### src/rtl/rr_stream_arbiter.sv
// ---------------------------------------------------------------------------
// rr_stream_arbiter
//
// Shares one downstream valid/ready stream channel between N_REQ upstream
// requesters. Arbitration is round-robin and packet-aware. Once a requester
// wins, it keeps the channel from its first beat to its last beat. The output
// stage is a single register, so an accepted beat appears on the output one
// cycle later.
//
// Parameters:
//   N_REQ   number of requesters (>= 2)
//   DATA_W  payload width per beat
//   ID_W    width of out_id_o. It is derived from N_REQ and must not be
//           overridden.
//
// Ports:
//   clk          clock
//   rst          asynchronous, active-high reset
//   in_valid_i   per-requester beat valid
//   in_ready_o   per-requester beat accept (at most one bit high)
//   in_data_i    packed payloads; requester k at [k*DATA_W +: DATA_W]
//   in_last_i    per-requester end-of-packet flag
//   out_valid_o  output beat valid
//   out_ready_i  sink accept
//   out_data_o   output payload
//   out_last_o   output end-of-packet
//   out_id_o     index of the requester that produced the output beat
//   grant_cnt_o  (only with RR_ARB_GRANT_CNT_EN) one saturating 16-bit
//                count of completed packets per requester; requester k
//                at [k*16 +: 16]
//
// Optional feature macro: RR_ARB_GRANT_CNT_EN
// ---------------------------------------------------------------------------
module rr_stream_arbiter #(
  parameter  int N_REQ  = 4,
  parameter  int DATA_W = 32,
  localparam int ID_W   = $clog2(N_REQ)
) (
  input  logic                      clk,
  input  logic                      rst,
`ifdef RR_ARB_GRANT_CNT_EN
  output logic [N_REQ*16-1:0]       grant_cnt_o,
`endif
  input  logic [N_REQ-1:0]          in_valid_i,
  output logic [N_REQ-1:0]          in_ready_o,
  input  logic [N_REQ*DATA_W-1:0]   in_data_i,
  input  logic [N_REQ-1:0]          in_last_i,
  output logic                      out_valid_o,
  input  logic                      out_ready_i,
  output logic [DATA_W-1:0]         out_data_o,
  output logic                      out_last_o,
  output logic [ID_W-1:0]           out_id_o
);

  typedef enum logic {
    IDLE,
    LOCKED
  } state_e;

  state_e            state_q,     state_d;
  logic [ID_W-1:0]   lock_id_q,   lock_id_d;
  logic [ID_W-1:0]   rr_ptr_q,    rr_ptr_d;
  logic              out_valid_q, out_valid_d;
  logic [DATA_W-1:0] out_data_q,  out_data_d;
  logic              out_last_q,  out_last_d;
  logic [ID_W-1:0]   out_id_q,    out_id_d;

  logic              slot_free;
  logic [ID_W-1:0]   grant;
  logic              grant_valid;
  logic              xfer;
  logic [DATA_W-1:0] beat_data;
  logic              beat_last;

  // The output register can take a new beat when it is empty or being popped.
  assign slot_free = ~out_valid_q | out_ready_i;

  // Grant selection. While LOCKED, the owner keeps the grant even if it drops
  // valid. While IDLE, the search starts at the requester after the last
  // packet winner and wraps around.
  // NOTE: assign every output of a combinational block first, before any
  // branch. Otherwise an uncovered path infers a latch.
  always_comb begin
    grant       = '0;
    grant_valid = 1'b0;
    if (state_q == LOCKED) begin
      grant       = lock_id_q;
      grant_valid = 1'b1;
    end else begin
      for (int i = 1; i <= N_REQ; i++) begin
        if (!grant_valid && in_valid_i[(int'(rr_ptr_q) + i) % N_REQ]) begin
          grant       = ID_W'((int'(rr_ptr_q) + i) % N_REQ);
          grant_valid = 1'b1;
        end
      end
    end
  end

  // Ready is gated by rst. This keeps every output at its reset value for as
  // long as reset is held, even though ready is combinational.
  always_comb begin
    in_ready_o = '0;
    if (!rst && slot_free && grant_valid) begin
      in_ready_o[grant] = 1'b1;
    end
  end

  assign beat_data = in_data_i[int'(grant)*DATA_W +: DATA_W];
  assign beat_last = in_last_i[grant];
  assign xfer      = grant_valid & slot_free & in_valid_i[grant];

  always_comb begin
    state_d     = state_q;
    lock_id_d   = lock_id_q;
    rr_ptr_d    = rr_ptr_q;
    out_valid_d = out_valid_q;
    out_data_d  = out_data_q;
    out_last_d  = out_last_q;
    out_id_d    = out_id_q;

    if (xfer) begin
      out_valid_d = 1'b1;
      out_data_d  = beat_data;
      out_last_d  = beat_last;
      out_id_d    = grant;
      if (beat_last) begin
        // The packet is complete, so release the channel and move the
        // round-robin pointer. A single-beat packet never locks.
        state_d  = IDLE;
        rr_ptr_d = grant;
      end else begin
        state_d   = LOCKED;
        lock_id_d = grant;
      end
    end else if (out_ready_i) begin
      // Pop with no replacement: clear the whole output beat.
      out_valid_d = 1'b0;
      out_data_d  = '0;
      out_last_d  = 1'b0;
      out_id_d    = '0;
    end
  end

  // NOTE: sequential state uses non-blocking assignments only, so that every
  // flop samples the values from before the clock edge.
  always_ff @(posedge clk or posedge rst) begin
    if (rst) begin
      state_q     <= IDLE;
      lock_id_q   <= '0;
      rr_ptr_q    <= ID_W'(N_REQ - 1);
      out_valid_q <= 1'b0;
      out_data_q  <= '0;
      out_last_q  <= 1'b0;
      out_id_q    <= '0;
    end else begin
      state_q     <= state_d;
      lock_id_q   <= lock_id_d;
      rr_ptr_q    <= rr_ptr_d;
      out_valid_q <= out_valid_d;
      out_data_q  <= out_data_d;
      out_last_q  <= out_last_d;
      out_id_q    <= out_id_d;
    end
  end

  assign out_valid_o = out_valid_q;
  assign out_data_o  = out_data_q;
  assign out_last_o  = out_last_q;
  assign out_id_o    = out_id_q;

`ifdef RR_ARB_GRANT_CNT_EN
  logic [15:0] grant_cnt_q [N_REQ];

  // NOTE: this counter array is software-visible, so it is reset. Storage
  // that is only read after being written would not need a reset.
  always_ff @(posedge clk or posedge rst) begin
    if (rst) begin
      for (int k = 0; k < N_REQ; k++) begin
        grant_cnt_q[k] <= '0;
      end
    end else if (xfer && beat_last && grant_cnt_q[grant] != 16'hFFFF) begin
      grant_cnt_q[grant] <= grant_cnt_q[grant] + 16'd1;
    end
  end

  always_comb begin
    grant_cnt_o = '0;
    for (int k = 0; k < N_REQ; k++) begin
      grant_cnt_o[k*16 +: 16] = grant_cnt_q[k];
    end
  end
`endif

endmodule

### config.mk
export PLATFORM = sky130hd
export DESIGN_NAME = rr_stream_arbiter
export DESIGN_NICKNAME = d
export VERILOG_FILES = /design/src/rtl/rr_stream_arbiter.sv
export SDC_FILE = /design/constraint.sdc
export NUM_CORES = 1
export LEC_CHECK = 0
export BUFFER_PORTS_ARGS = -buffer_cell sky130_fd_sc_hd__buf_2
export CORE_MARGIN = 4
export CORE_UTILIZATION = 49
export CTS_CLUSTER_DIAMETER = 30
export DETAILED_ROUTE_END_ITERATION = 12
export PLACE_DENSITY = 0.95
export SLEW_MARGIN = 20
export SYNTH_ARGS = -nofsm -noshare
export SYNTH_HDL_FRONTEND = slang
export SYNTH_SLANG_ARGS = --single-unit
### constraint.sdc
create_clock -name clk -period 5.35 [get_ports clk]
set_input_delay 1.07 -clock clk [delete_from_list [all_inputs] [get_ports clk]]
set_output_delay 1.07 -clock clk [all_outputs]
set_load 0.02 [all_outputs]
==> implementation parameters <==
Parameter                              Value

Clock tree
  Clock Path Buffers    2
  PostCTS Resize Cnt    0
  Register clock-pin slew on the reported worst setup and hold paths    0.08 ns
  Clock Tree Root    clkbuf_8
  Cts-stage hold buffer count    0
  Number of post-CTS setup repair buffers    0
  Insertion delay of the later-clocked pin in the worst-skew pair    0.29 ns
  Clock tree sinks    41
  Clock buffers created by TritonCTS    5
  Clock tree from TritonCTS    done
  Number of levels the H-tree was split into    2

Critical path
  Kind of critical path    input pin to primary output
  CP Capture Point    in_ready_o[1]
  Req. time, crit path    4.28 ns
  Endpoint kind of the worst setup timing path    primary output
  Flop2flop setup slack    2.06 ns
  Length in cells of the worst reg-to-reg path    8
  Startpoint of the most critical register-to-register path    rr_ptr_q[0]
  Startpoint class of the critical path    input pin
  Maximum fanout along the worst path    18
  Capture point of the worst reg-to-reg path    out_data_o[19]
  CP startpoint    in_valid_i[3]
  Crit path DAT    3.12 ns

Logic synthesis
  Netlist Area Pre-Place    3189 um2
  Number of flops mapped to enable cells by yosys    0
  Yosys warning total    0
  Net count after synthesis    474
  Share of async-settable or async-resettable flops after synthesis    100.0%
  Post-synthesis xor/xnor area fraction    0%
  Synth Area in Compound Gates    15.85%
  Most instantiated flip-flop cell in the synthesis netlist    dfrtp_1
  Main combinational cell family by area after synthesis    multiplexers
  Cell types occupying the most area after synthesis    dfrtp_1, mux2i_1, nor4b_1
  Simple-gate share of the synthesized area    22.20%
  Area share of the largest cell type after synthesis    30.60%
  Synth Area in Adders    0%
  Post-synthesis mux area share    22.48%
  Flops & latches, synth    41
  List of most frequent post-synthesis cells    mux2i_1, nand2_1, dfrtp_1
  Synthesized instance count    335
  Post-Syn Area per Cell    9.520 um2
  Sequential element share of the synthesized area    32.25%
  Post-synthesis cell type with the largest combined area    dfrtp_1
  Distinct cell type count of the synthesized netlist    48

GRT
  Wire length of the first global-routing pass    14.04 mm
  Gr ovfl total    0
  Largest net degree at the start of global routing    65
  Antenna violations before repair    0
  Total Routing Usage GR    22.36%
  Number of global-route vias before repair    3081

Power and ir drop
  Net switching component of the power    1.322 mW
  Power per Cell Area    663.3 nW/um2
  Clk pwr share    8.0%
  Max VDD drop    0.5905 mV
  Cell-internal power    1.414 mW
  Part of the total power dissipated in combinational logic    71.3%
  Power share of the sequential group    20.6%
  Switching share of power    48.32%
  Leakage power    2.188 nW

Floorplanning
  Die footprint    7863 um2
  Cell Rows    29
  Placeable core region    6350 um2
  Effective utilization at floorplan    50.23%
  Chip Width    88.68 um
  Die Y-Extent    88.68 um
  Number of top-level pins    179

STA
  RSZ-0062 raised after global routing    no
  Rel. slew slack    33.62%
  Hold Fails Final Rpt    0
  Portion of the clock cycle consumed by the worst path in the final layout    78.28%
  Worst clock skew    0.008762 ns
  Slew of the pin with the lowest slew margin    0.9957 ns
  Highest clock rate    238.8 MHz
  Minimum clock period after layout    4.188 ns
  Accumulated negative setup slack    0 ns
  Slew Limit Fails    0
  Final count of negative-setup-slack endpoints    0

Finish
  Final cell count without fillers    568
  Area added between synthesis and finish    29.31%
  Diode insertion count for antenna repair    0
  Layout cell share with drive strength beyond 1    42.16%
  Number of nets at the end of the flow    629

Placement
  Number of placed cells counting well taps    560
  Port Buf Inserts    178
  Final weighted congestion of routability-driven global placement    0.8623
  HPWL after DPL    6.668 mm

Routing
  Routed len/inst    15.86 um
  Total vias in the final route    3196
  Post-route DRC violation count    0
  Wire length after detailed routing    9.007 mm
  Average via count per standard cell    5.627
  Post-route antenna net violation count    0
  Iteration-0 DRC count of the detailed router    122
  First-pass detailed-route iteration total    4

Run status
  Result of the run    complete, no violations

Min path
  Worst min-delay path class    flip-flop to flip-flop

Job
  MaxCap Viol Count    0
==> through the flow <==
| stage | power [mW] | util (%) | instance area [um2] | setup slack, ns | hold WS (ns) |
|---|---|---|---|---|---|
| floorplan | 2.158 | - | 3189 | 1.073 | 0.4588 |
| CTS | 2.752 | 64.95 | 4124 | 1.181 | 0.5407 |
| finish | 2.735 | 64.95 | 4124 | 1.162 | 0.5353 |
| global placement | 2.461 | 63.35 | 4023 | 1.233 | 0.4733 |
| global route | 2.964 | 64.95 | 4124 | 1.061 | 0.5591 |
| detailed placement | 2.534 | 63.35 | 4023 | 1.166 | 0.5242 |
==> metal layers <==
layer	part of all wire [%]	track usage, %	vias to the layer above	wire length (um)
met5	0	0	-	0
met3	7.1	4.469	8	638
met1	38	25.64	1517	3456
met4	1.1	5.632	0	100
met2	53	42.04	123	4812
li1	-	-	1548	-
==> cell usage in the layout (no fill, tap or decap), types with 2 or more instances in the layout <==
cell / count
mux2i_1: 66
or2_1: 2
o21a_1: 2
nor3_1: 2
o21ai_1: 2
clkbuf_8: 7
inv_1: 6
buf_2: 178
nor2_1: 3
and3_1: 2
nand2b_1: 4
buf_4: 6
o22ai_1: 2
or3_1: 3
nor4b_1: 33
a31o_2: 4
mux2_1: 3
nand2_1: 66
dfrtp_1: 39
dfstp_2: 2
a31o_1: 28
nor4_1: 3
nor2b_1: 3
==> flip-flops by register name, summed over array words and instances, names as in the netlist <==
register     cells
lock_id_q        2
out_data_o      32
out_id_o         2
out_last_o       1
out_valid_o      1
rr_ptr_q         2
state_q          1
==> critical path, cell delays in order <==
cell and delay, ns:
buf_2 0.14, or3_1 0.34, o32a_1 0.34, o41a_1 0.60
nor4_1 0.39, buf_2 0.22
==> power groups by stage <==
stage	sequential, mW	clock, mW	combinational [mW]
CTS	0.564	0.223	1.96
global placement	0.560	0	1.90
finish	0.564	0.220	1.95
detailed placement	0.570	0	1.96
global route	0.584	0.240	2.14
floorplan	0.676	0	1.48
==> logic make-up after synthesis <==
| kind of cell | after synthesis |
|---|---|
| AO/OA/AOI/OAI | 54 |
| buffers and inverters | 43 |
| flip-flops | 41 |
| multiplexers | 70 |
| AND/OR/NAND/NOR | 127 |
==> area by class of cell <==
cell class | count | area (um2)
fillers | 534 | 2226
clock buffers | 7 | 96.34
inverters | 7 | 26.28
repair buffers | 184 | 935.9
well taps | 77 | 96.34
multi-input cells | 251 | 1936
clock inverters | 1 | 5.005
flip-flops and latches | 41 | 1028
==> worst min-delay path by stage <==
stage	to	startpoint	cells after the start	slack, ns
2_1_floorplan	lock_id_q[0]	lock_id_q[0]	1	0.46
3_3_place_gp	lock_id_q[0]	lock_id_q[0]	1	0.47
3_5_place_dp	lock_id_q[0]	lock_id_q[0]	1	0.52
4_1_cts	out_id_o[0]	out_id_o[0]	2	0.54
5_1_grt	lock_id_q[0]	lock_id_q[0]	1	0.56
6_report	out_id_o[0]	out_id_o[0]	2	0.54
Power figures use the tool's default switching activity.
